==> src/rtl/fifo_share_ctrl.sv <==
// Shares one 8-deep FIFO between two round-robin write requesters and a valid/ready reader.
// Optional ARB_STATS_EN adds per-requester write counters and a full-stall counter.
module fifo_share_ctrl #(
  parameter int DW = 32,
  parameter int CW = 4
) (
  input  logic          clk,
  input  logic          reset,
  input  logic          req0,
  input  logic [DW-1:0] data0,
  output logic          ack0,
  input  logic          req1,
  input  logic [DW-1:0] data1,
  output logic          ack1,
  input  logic          fifo_full,
  input  logic          fifo_empty,
  output logic          fifo_wr,
  output logic [DW-1:0] fifo_din,
  output logic          fifo_rd,
  input  logic [DW-1:0] fifo_dout,
  output logic          cons_valid,
  input  logic          cons_ready,
  output logic [DW-1:0] cons_data
`ifdef ARB_STATS_EN
  ,
  output logic [15:0]   wr_cnt0,
  output logic [15:0]   wr_cnt1,
  output logic [15:0]   stall_cnt
`endif
);

  if (CW < 4) begin : g_cw_check
    $error("CW must hold the occupancy range 0..8");
  end

  typedef enum logic [1:0] {IDLE, FETCH, HOLD} rd_state_t;

  rd_state_t state_reg, state_next;
  logic      rr_ptr_reg;
  logic      grant0, grant1;

  // Both FIFO strobes are held off during reset so its contents survive.
  assign grant0   = ~reset & ~fifo_full & req0 & (~req1 | ~rr_ptr_reg);
  assign grant1   = ~reset & ~fifo_full & req1 & (~req0 |  rr_ptr_reg);
  assign ack0     = grant0;
  assign ack1     = grant1;
  assign fifo_wr  = grant0 | grant1;
  assign fifo_din = grant1 ? data1 : data0;

  always_ff @(posedge clk) begin
    if (reset) begin
      rr_ptr_reg <= 1'b0;
    end else if (grant0) begin
      rr_ptr_reg <= 1'b1;
    end else if (grant1) begin
      rr_ptr_reg <= 1'b0;
    end
  end

  always_ff @(posedge clk) begin
    if (reset) begin
      state_reg <= IDLE;
    end else begin
      state_reg <= state_next;
    end
  end

  always_comb begin
    state_next = state_reg;
    case (state_reg)
      IDLE:    if (fifo_rd) state_next = FETCH;
      FETCH:   state_next = HOLD;
      HOLD:    if (cons_ready) state_next = fifo_rd ? FETCH : IDLE;
      default: state_next = IDLE;
    endcase
  end

  always_comb begin
    fifo_rd = 1'b0;
    case (state_reg)
      IDLE:    fifo_rd = ~fifo_empty;
      HOLD:    fifo_rd = cons_ready & ~fifo_empty;
      default: fifo_rd = 1'b0;
    endcase
    if (reset) fifo_rd = 1'b0;
  end

  // FIFO read data is registered, so it is captured one cycle after fifo_rd.
  always_ff @(posedge clk) begin
    if (reset) begin
      cons_valid <= 1'b0;
      cons_data  <= '0;
    end else if (state_reg == FETCH) begin
      cons_valid <= 1'b1;
      cons_data  <= fifo_dout;
    end else if (state_reg == HOLD && cons_ready) begin
      cons_valid <= 1'b0;
    end
  end

`ifdef ARB_STATS_EN
  always_ff @(posedge clk) begin
    if (reset) begin
      wr_cnt0   <= '0;
      wr_cnt1   <= '0;
      stall_cnt <= '0;
    end else begin
      if (grant0) wr_cnt0 <= wr_cnt0 + 16'd1;
      if (grant1) wr_cnt1 <= wr_cnt1 + 16'd1;
      if ((req0 | req1) && fifo_full && stall_cnt != 16'hFFFF)
        stall_cnt <= stall_cnt + 16'd1;
    end
  end
`endif

endmodule

==> config.mk <==
export PLATFORM = sky130hd
export DESIGN_NAME = fifo_share_ctrl
export DESIGN_NICKNAME = d
export VERILOG_FILES = /design/src/rtl/fifo_share_ctrl.sv
export SDC_FILE = /design/constraint.sdc
export NUM_CORES = 1
export LEC_CHECK = 0
export CAP_MARGIN = 25
export CORE_AREA = 2 2 117 62
export CTS_BUF_LIST = sky130_fd_sc_hd__clkbuf_4 sky130_fd_sc_hd__clkbuf_8
export DETAILED_ROUTE_END_ITERATION = 8
export DIE_AREA = 0 0 119 64
export PLACE_DENSITY = 0.78
export SLEW_MARGIN = 40
export SYNTH_ARGS = -nofsm -noshare
export SYNTH_HDL_FRONTEND = slang
export SYNTH_SLANG_ARGS = --single-unit
==> constraint.sdc <==
create_clock -name clk -period 1.2 [get_ports clk]
set_input_delay 0.18 -clock clk [delete_from_list [all_inputs] [get_ports clk]]
set_output_delay 0.18 -clock clk [all_outputs]
set_load 0.05 [all_outputs]
==> results.sh, run 1 <==
export IMPL_leakage_nw=1.82
export IMPL_port_buffers=171
export IMPL_synth_area_leaders="dfxtp_1, mux2_4, nand2_1"
export IMPL_die_width_um=119
export IMPL_fin_cells=471
export IMPL_path_cells="nand2b_4 > nand3_4 > buf_6 > mux2_4 > buf_12"
export IMPL_ys_warn_count=0
export IMPL_hold_class="in -> reg"
export IMPL_syn_area_um2=1810
export IMPL_synth_common_cells="nand2_1, dfxtp_1, a21oi_1, mux2_4, buf_2"
export IMPL_synth_seq_area_share=0.398
export IMPL_grt_pass1_wl_um=11600
export IMPL_period_needed_ps=1730
export IMPL_fin_crit_sh=1.44
export IMPL_cap_violations=0
export IMPL_critPathTopFamily="multiplexers"
export IMPL_vias=2046
export IMPL_fin_ws_ps=-526
export IMPL_yosysMostFrequentCell="nand2_1"
export IMPL_cpPeakStageDelay_ps=340
export IMPL_p_per_area_nw_per_um2=879
export IMPL_path_clk_slew_ps=70
export IMPL_largest_register_ffs=32
export IMPL_gp_congestion=0.883
export IMPL_wl_um=7380
export IMPL_outcome="finished, violations left"
export IMPL_clock_fmax_ghz=0.579
export IMPL_worstMarginPinSlew_ps=296
export IMPL_rows=21
export IMPL_start_util=0.277
export IMPL_die_area_um2=7620
export IMPL_synth_top_area_cell="dfxtp_1"
export IMPL_grt_max_degree=38
export IMPL_syn2layout_area_growth_pct=138
export IMPL_netlist_area_leader_share=0.398
export IMPL_cts_tree="yes"
export IMPL_worstSetupPathType="reg -> out"
export IMPL_synth_edf_count=0
export IMPL_grt_setup_unrepaired="yes"
export IMPL_ff2ff_setup_slack_ps=-80
export IMPL_crit_path_max_fanout=6
export IMPL_n_antenna_cell=0
export IMPL_first_global_vias=2194
export IMPL_antenna_found_initial=0
export IMPL_worstPathRequired_ps=1020
export IMPL_place_inst=460
export IMPL_drc_errors=0
export IMPL_final_max_slew_viol_count=0
export IMPL_setup_viol=37
export IMPL_ios=172
export IMPL_synth_fp_nets=302
export IMPL_htreeDepth=2
export IMPL_overflow=0
export IMPL_num_nets_final=482
export IMPL_power_mw=3.79
export IMPL_utilization=0.660
export IMPL_die_h_um=64
export IMPL_coreArea_um2=6540
export IMPL_cts_buffers=5
export IMPL_peakVddDrop_mv=0.481
export IMPL_critPathSlowestCell="mux2_4"
export IMPL_ant_nets=0
export IMPL_synth_seq_cells=36
export IMPL_holdWs_ps=315
export IMPL_routed_via_density=4.34
export IMPL_dp_slack_ps=-634
export IMPL_critPathArrivalTime_ps=1550
export IMPL_dp_hpwl_um=5770
export IMPL_drt_iter0_markers=75
export IMPL_cts_buffer_depth=2
export IMPL_cp_start_kind="flop"
export IMPL_synth_cells=199
export IMPL_violations="negative setup slack"
export IMPL_wire_per_inst_um=15.7
export IMPL_async_flop_share=0
export IMPL_slew_headroom=0.803
export IMPL_ctsRootBufferMaster="clkbuf_8"
export IMPL_synthFlopType="dfxtp_1"
export IMPL_grt_usage=0.194
export IMPL_layout_drive_gt1_share=0.361
export IMPL_cts_sinks=36
export IMPL_ys_types=21
export IMPL_crit_buf_inv=2
export IMPL_clock_skew_ps=1.80
export IMPL_first_pass_iters=4
export IMPL_crit_path_end_kind="output port"
export IMPL_syn_avg_cell_area_um2=9.11
export IMPL_finalHoldViolations=0
export IMPL_clk_latency_ps=280
-- layer usage --
metal,GRT usage,part of all wire
met3,0.0509,0.060
met5,0,0
met1,0.204,0.37
met2,0.381,0.56
met4,0.0551,0.015
-- power breakdown --
part           switching, mW  internal (mW)  leakage [nW]
Sequential            0.0640           1.26         0.295
Combinational          0.790          0.872          1.48
Clock                  0.392          0.417        0.0445
-- final timing paths --
check,startpoint,endpoint,depth (start not counted)
hold reg to reg,cons_data[10]$_SDFFE_PP0P_,cons_data[10]$_SDFFE_PP0P_,2
setup / recovery,rr_ptr_reg$_SDFFE_PP0P_,fifo_din[1],5
hold / removal,fifo_empty,state_reg[0]$_SDFFE_PP0P_,2
setup reg to reg,rr_ptr_reg$_SDFFE_PP0P_,rr_ptr_reg$_SDFFE_PP0P_,7
-- final cells by class --
| cell class | instances | area, µm² |
|---|---|---|
| Clock inverter | 1 | 5.00 |
| Inverter | 3 | 15.0 |
| Tap cell | 92 | 115 |
| Timing Repair Buffer | 188 | 2350 |
| Sequential cell | 36 | 724 |
| Multi-Input combinational cell | 145 | 1030 |
| Fill cell | 481 | 2230 |
| Clock buffer | 6 | 76.3 |
-- what timing repair did --
action | in CTS | in global routing
gates resized for setup | 46 | 1
endpoints found under the setup margin | 39 | 37
pin swaps | 2 | 0
buffers inserted | 3 | 0
hold buffers | 0 | 0
cloned | 1 | 0
hold endpoints to repair | 0 | 0
-- cells in the final DEF, fill, tap and decap left out, types with 3 or more instances in the layout --
master / count
dfxtp_1: 33
clkdlybuf4s50_1: 97
dfxtp_2: 3
buf_6: 30
clkbuf_8: 5
dlygate4sd2_1: 5
nand2_1: 66
buf_4: 10
mux2_4: 32
a21oi_1: 33
buf_12: 44
-- logic make-up after synthesis --
family	synth area share
multiplexers	0.257
AND/OR/NAND/NOR	0.188
buffers and inverters	0.0587
AO/OA/AOI/OAI	0.0987
flip-flops	0.398
-- stage by stage --
stage               area [µm²]  TNS (ps)
floorplan                 1840     -2250
global placement          4050    -23570
detailed placement        4050    -26440
CTS                       4310    -17930
global route              4320    -19810
finish                    4320    -17230
Note: power is estimated with default switching activity, not from simulation.
==> run 2: changes to the inputs <==
--- a/config.mk
+++ b/config.mk
@@ -10,6 +10,7 @@
 export CTS_BUF_LIST = sky130_fd_sc_hd__clkbuf_4 sky130_fd_sc_hd__clkbuf_8
 export DETAILED_ROUTE_END_ITERATION = 8
 export DIE_AREA = 0 0 119 64
+export GPL_TIMING_DRIVEN = 0
 export PLACE_DENSITY = 0.78
 export SLEW_MARGIN = 40
 export SYNTH_ARGS = -nofsm -noshare
==> results.sh, run 2 (synthesis gave the netlist of run 1 again) <==
export IMPL_slew_headroom=0.674
export IMPL_drt_iter0_markers=51
export IMPL_grt_max_degree=11
export IMPL_clock_skew_ps=7.69
export IMPL_overflow=0
export IMPL_grt_usage=0.171
export IMPL_wire_per_inst_um=14.0
export IMPL_dp_slack_ps=-1160
export IMPL_fin_setup_tns_ps=-17720
export IMPL_holdWs_ps=272
export IMPL_netSwitchingPower_mw=1.21
export IMPL_coreArea_um2=6540
export IMPL_wl_um=6700
export IMPL_cts_buffer_depth=2
export IMPL_clk_latency_ps=280
export IMPL_ff_latch_area_um2=727
export IMPL_cts_buffers=5
export IMPL_clock_fmax_ghz=0.568
export IMPL_ctsRootBufferMaster="clkbuf_8"
export IMPL_htreeDepth=2
export IMPL_period_needed_ps=1760
export IMPL_critPathArrivalTime_ps=1580
export IMPL_path_clk_slew_ps=60
export IMPL_worstSetupPathType="reg -> out"
export IMPL_cap_violations=0
export IMPL_layout_commonest_cell="clkdlybuf4s50_1"
export IMPL_violations="negative setup slack"
export IMPL_grt_setup_unrepaired="yes"
export IMPL_start_util=0.277
export IMPL_routed_via_density=4.32
export IMPL_worstPathRequired_ps=1020
export IMPL_dp_hpwl_um=5050
export IMPL_gp_congestion=0.741
export IMPL_power_share_combinational=0.413
export IMPL_ant_nets=0
export IMPL_layout_drive_gt1_share=0.358
export IMPL_worstMarginPinSlew_ps=489
export IMPL_cp_start_kind="flop"
export IMPL_cts_hold_fix_buffers=0
export IMPL_grt_pass1_wl_um=10600
export IMPL_crit_path_end_kind="output port"
export IMPL_seq_power_share=0.357
export IMPL_intPower_mw=2.39
export IMPL_vias=2062
export IMPL_nFillCells=560
export IMPL_first_global_vias=2037
export IMPL_crit_path_max_fanout=9
export IMPL_first_pass_iters=4
export IMPL_fin_ws_ps=-560
export IMPL_peakVddDrop_mv=0.556
export IMPL_most_common_layout_cells="clkdlybuf4s50_1, nand2_1, buf_6"
export IMPL_fin_crit_sh=1.47
export IMPL_outcome="finished, violations left"
export IMPL_die_area_um2=7620
export IMPL_place_inst=462
export IMPL_largest_register_ffs=32
export IMPL_leakage_nw=1.71
export IMPL_cts_sinks=36
export IMPL_ios=172
export IMPL_final_max_slew_viol_count=0
export IMPL_n_antenna_cell=0
export IMPL_syn2layout_area_growth_pct=116
export IMPL_fin_cells=477
export IMPL_num_nets_final=488
export IMPL_finalHoldViolations=0
export IMPL_setup_viol=36
export IMPL_switching_share=0.337
export IMPL_dpl_cell_area_um2=3670
export IMPL_multiInputGateArea_um2=1010
export IMPL_antenna_found_initial=0
export IMPL_rows=21
export IMPL_p_per_area_nw_per_um2=920
export IMPL_drc_errors=0
export IMPL_port_buffers=171
export IMPL_hold_class="in -> reg"
export IMPL_utilization=0.598
export IMPL_die_width_um=119
export IMPL_pwr_share_clk=0.230
export IMPL_post_route_cell_area_um2=3910
export IMPL_power_mw=3.60
export IMPL_cts_tree="yes"
export IMPL_die_h_um=64
run 2: routing by layer:
| layer | vias up | part of all wire | GRT usage |
|---|---|---|---|
| met2 | 73 | 0.52 | 0.317 |
| li1 | 1029 | - | - |
| met1 | 947 | 0.40 | 0.197 |
| met3 | 13 | 0.060 | 0.0429 |
| met5 | - | 0 | 0 |
| met4 | 0 | 0.017 | 0.0476 |
run 2: final timing paths:
path	startpoint	end	slack, ps	depth (start not counted)
max	rr_ptr_reg$_SDFFE_PP0P_	fifo_din[13]	-560	6
min	fifo_empty	state_reg[0]$_SDFFE_PP0P_	270	2
max reg2reg	state_reg[1]$_SDFFE_PP0P_	cons_data[25]$_SDFFE_PP0P_	70	5
min reg2reg	cons_data[28]$_SDFFE_PP0P_	cons_data[28]$_SDFFE_PP0P_	450	2
run 2: critical path, stage by stage, from the launching register on:
cell       delay (ps)
dfxtp_2           320
nand2b_4          140
nand3_4            80
buf_12            150
clkbuf_16         160
mux2_4            300
buf_6             150
run 2: power groups by stage:
stage	sequential (mW)	clock, mW	combinational (mW)
6_report	1.29	0.826	1.48
5_1_grt	1.29	0.915	1.55
4_1_cts	1.29	0.853	1.49
3_5_place_dp	1.31	0	1.42
3_3_place_gp	1.31	0	1.41
2_1_floorplan	1.50	0	0.596
run 2: what timing repair did:
| action | 4_1_cts | 5_1_grt |
|---|---|---|
| setup endpoints to repair | 99 | 79 |
| gates cloned | 2 | 1 |
| resized for setup | 371 | 51 |
| pin swaps | 2 | 0 |
| setup buffers | 5 | 0 |
run 2: layout make-up:
class                      instances  share of cell area
timing repair buffer             179               0.464
clock buffer                       6              0.0195
buffer                            15              0.0362
inverter                           3             0.00384
tap                               92              0.0294
sequential                        36               0.186
multi-input combinational        145               0.260
clock inverter                     1             0.00128
==> run 3: changes to the inputs <==
--- a/config.mk
+++ b/config.mk
@@ -10,7 +10,7 @@
 export CTS_BUF_LIST = sky130_fd_sc_hd__clkbuf_4 sky130_fd_sc_hd__clkbuf_8
 export DETAILED_ROUTE_END_ITERATION = 8
 export DIE_AREA = 0 0 119 64
-export GPL_TIMING_DRIVEN = 0
+export GPL_TIMING_DRIVEN = 1
 export PLACE_DENSITY = 0.78
 export SLEW_MARGIN = 40
 export SYNTH_ARGS = -nofsm -noshare
==> results of run 3 <==
Final layout, timing and power as in run 1 (identical DEF).
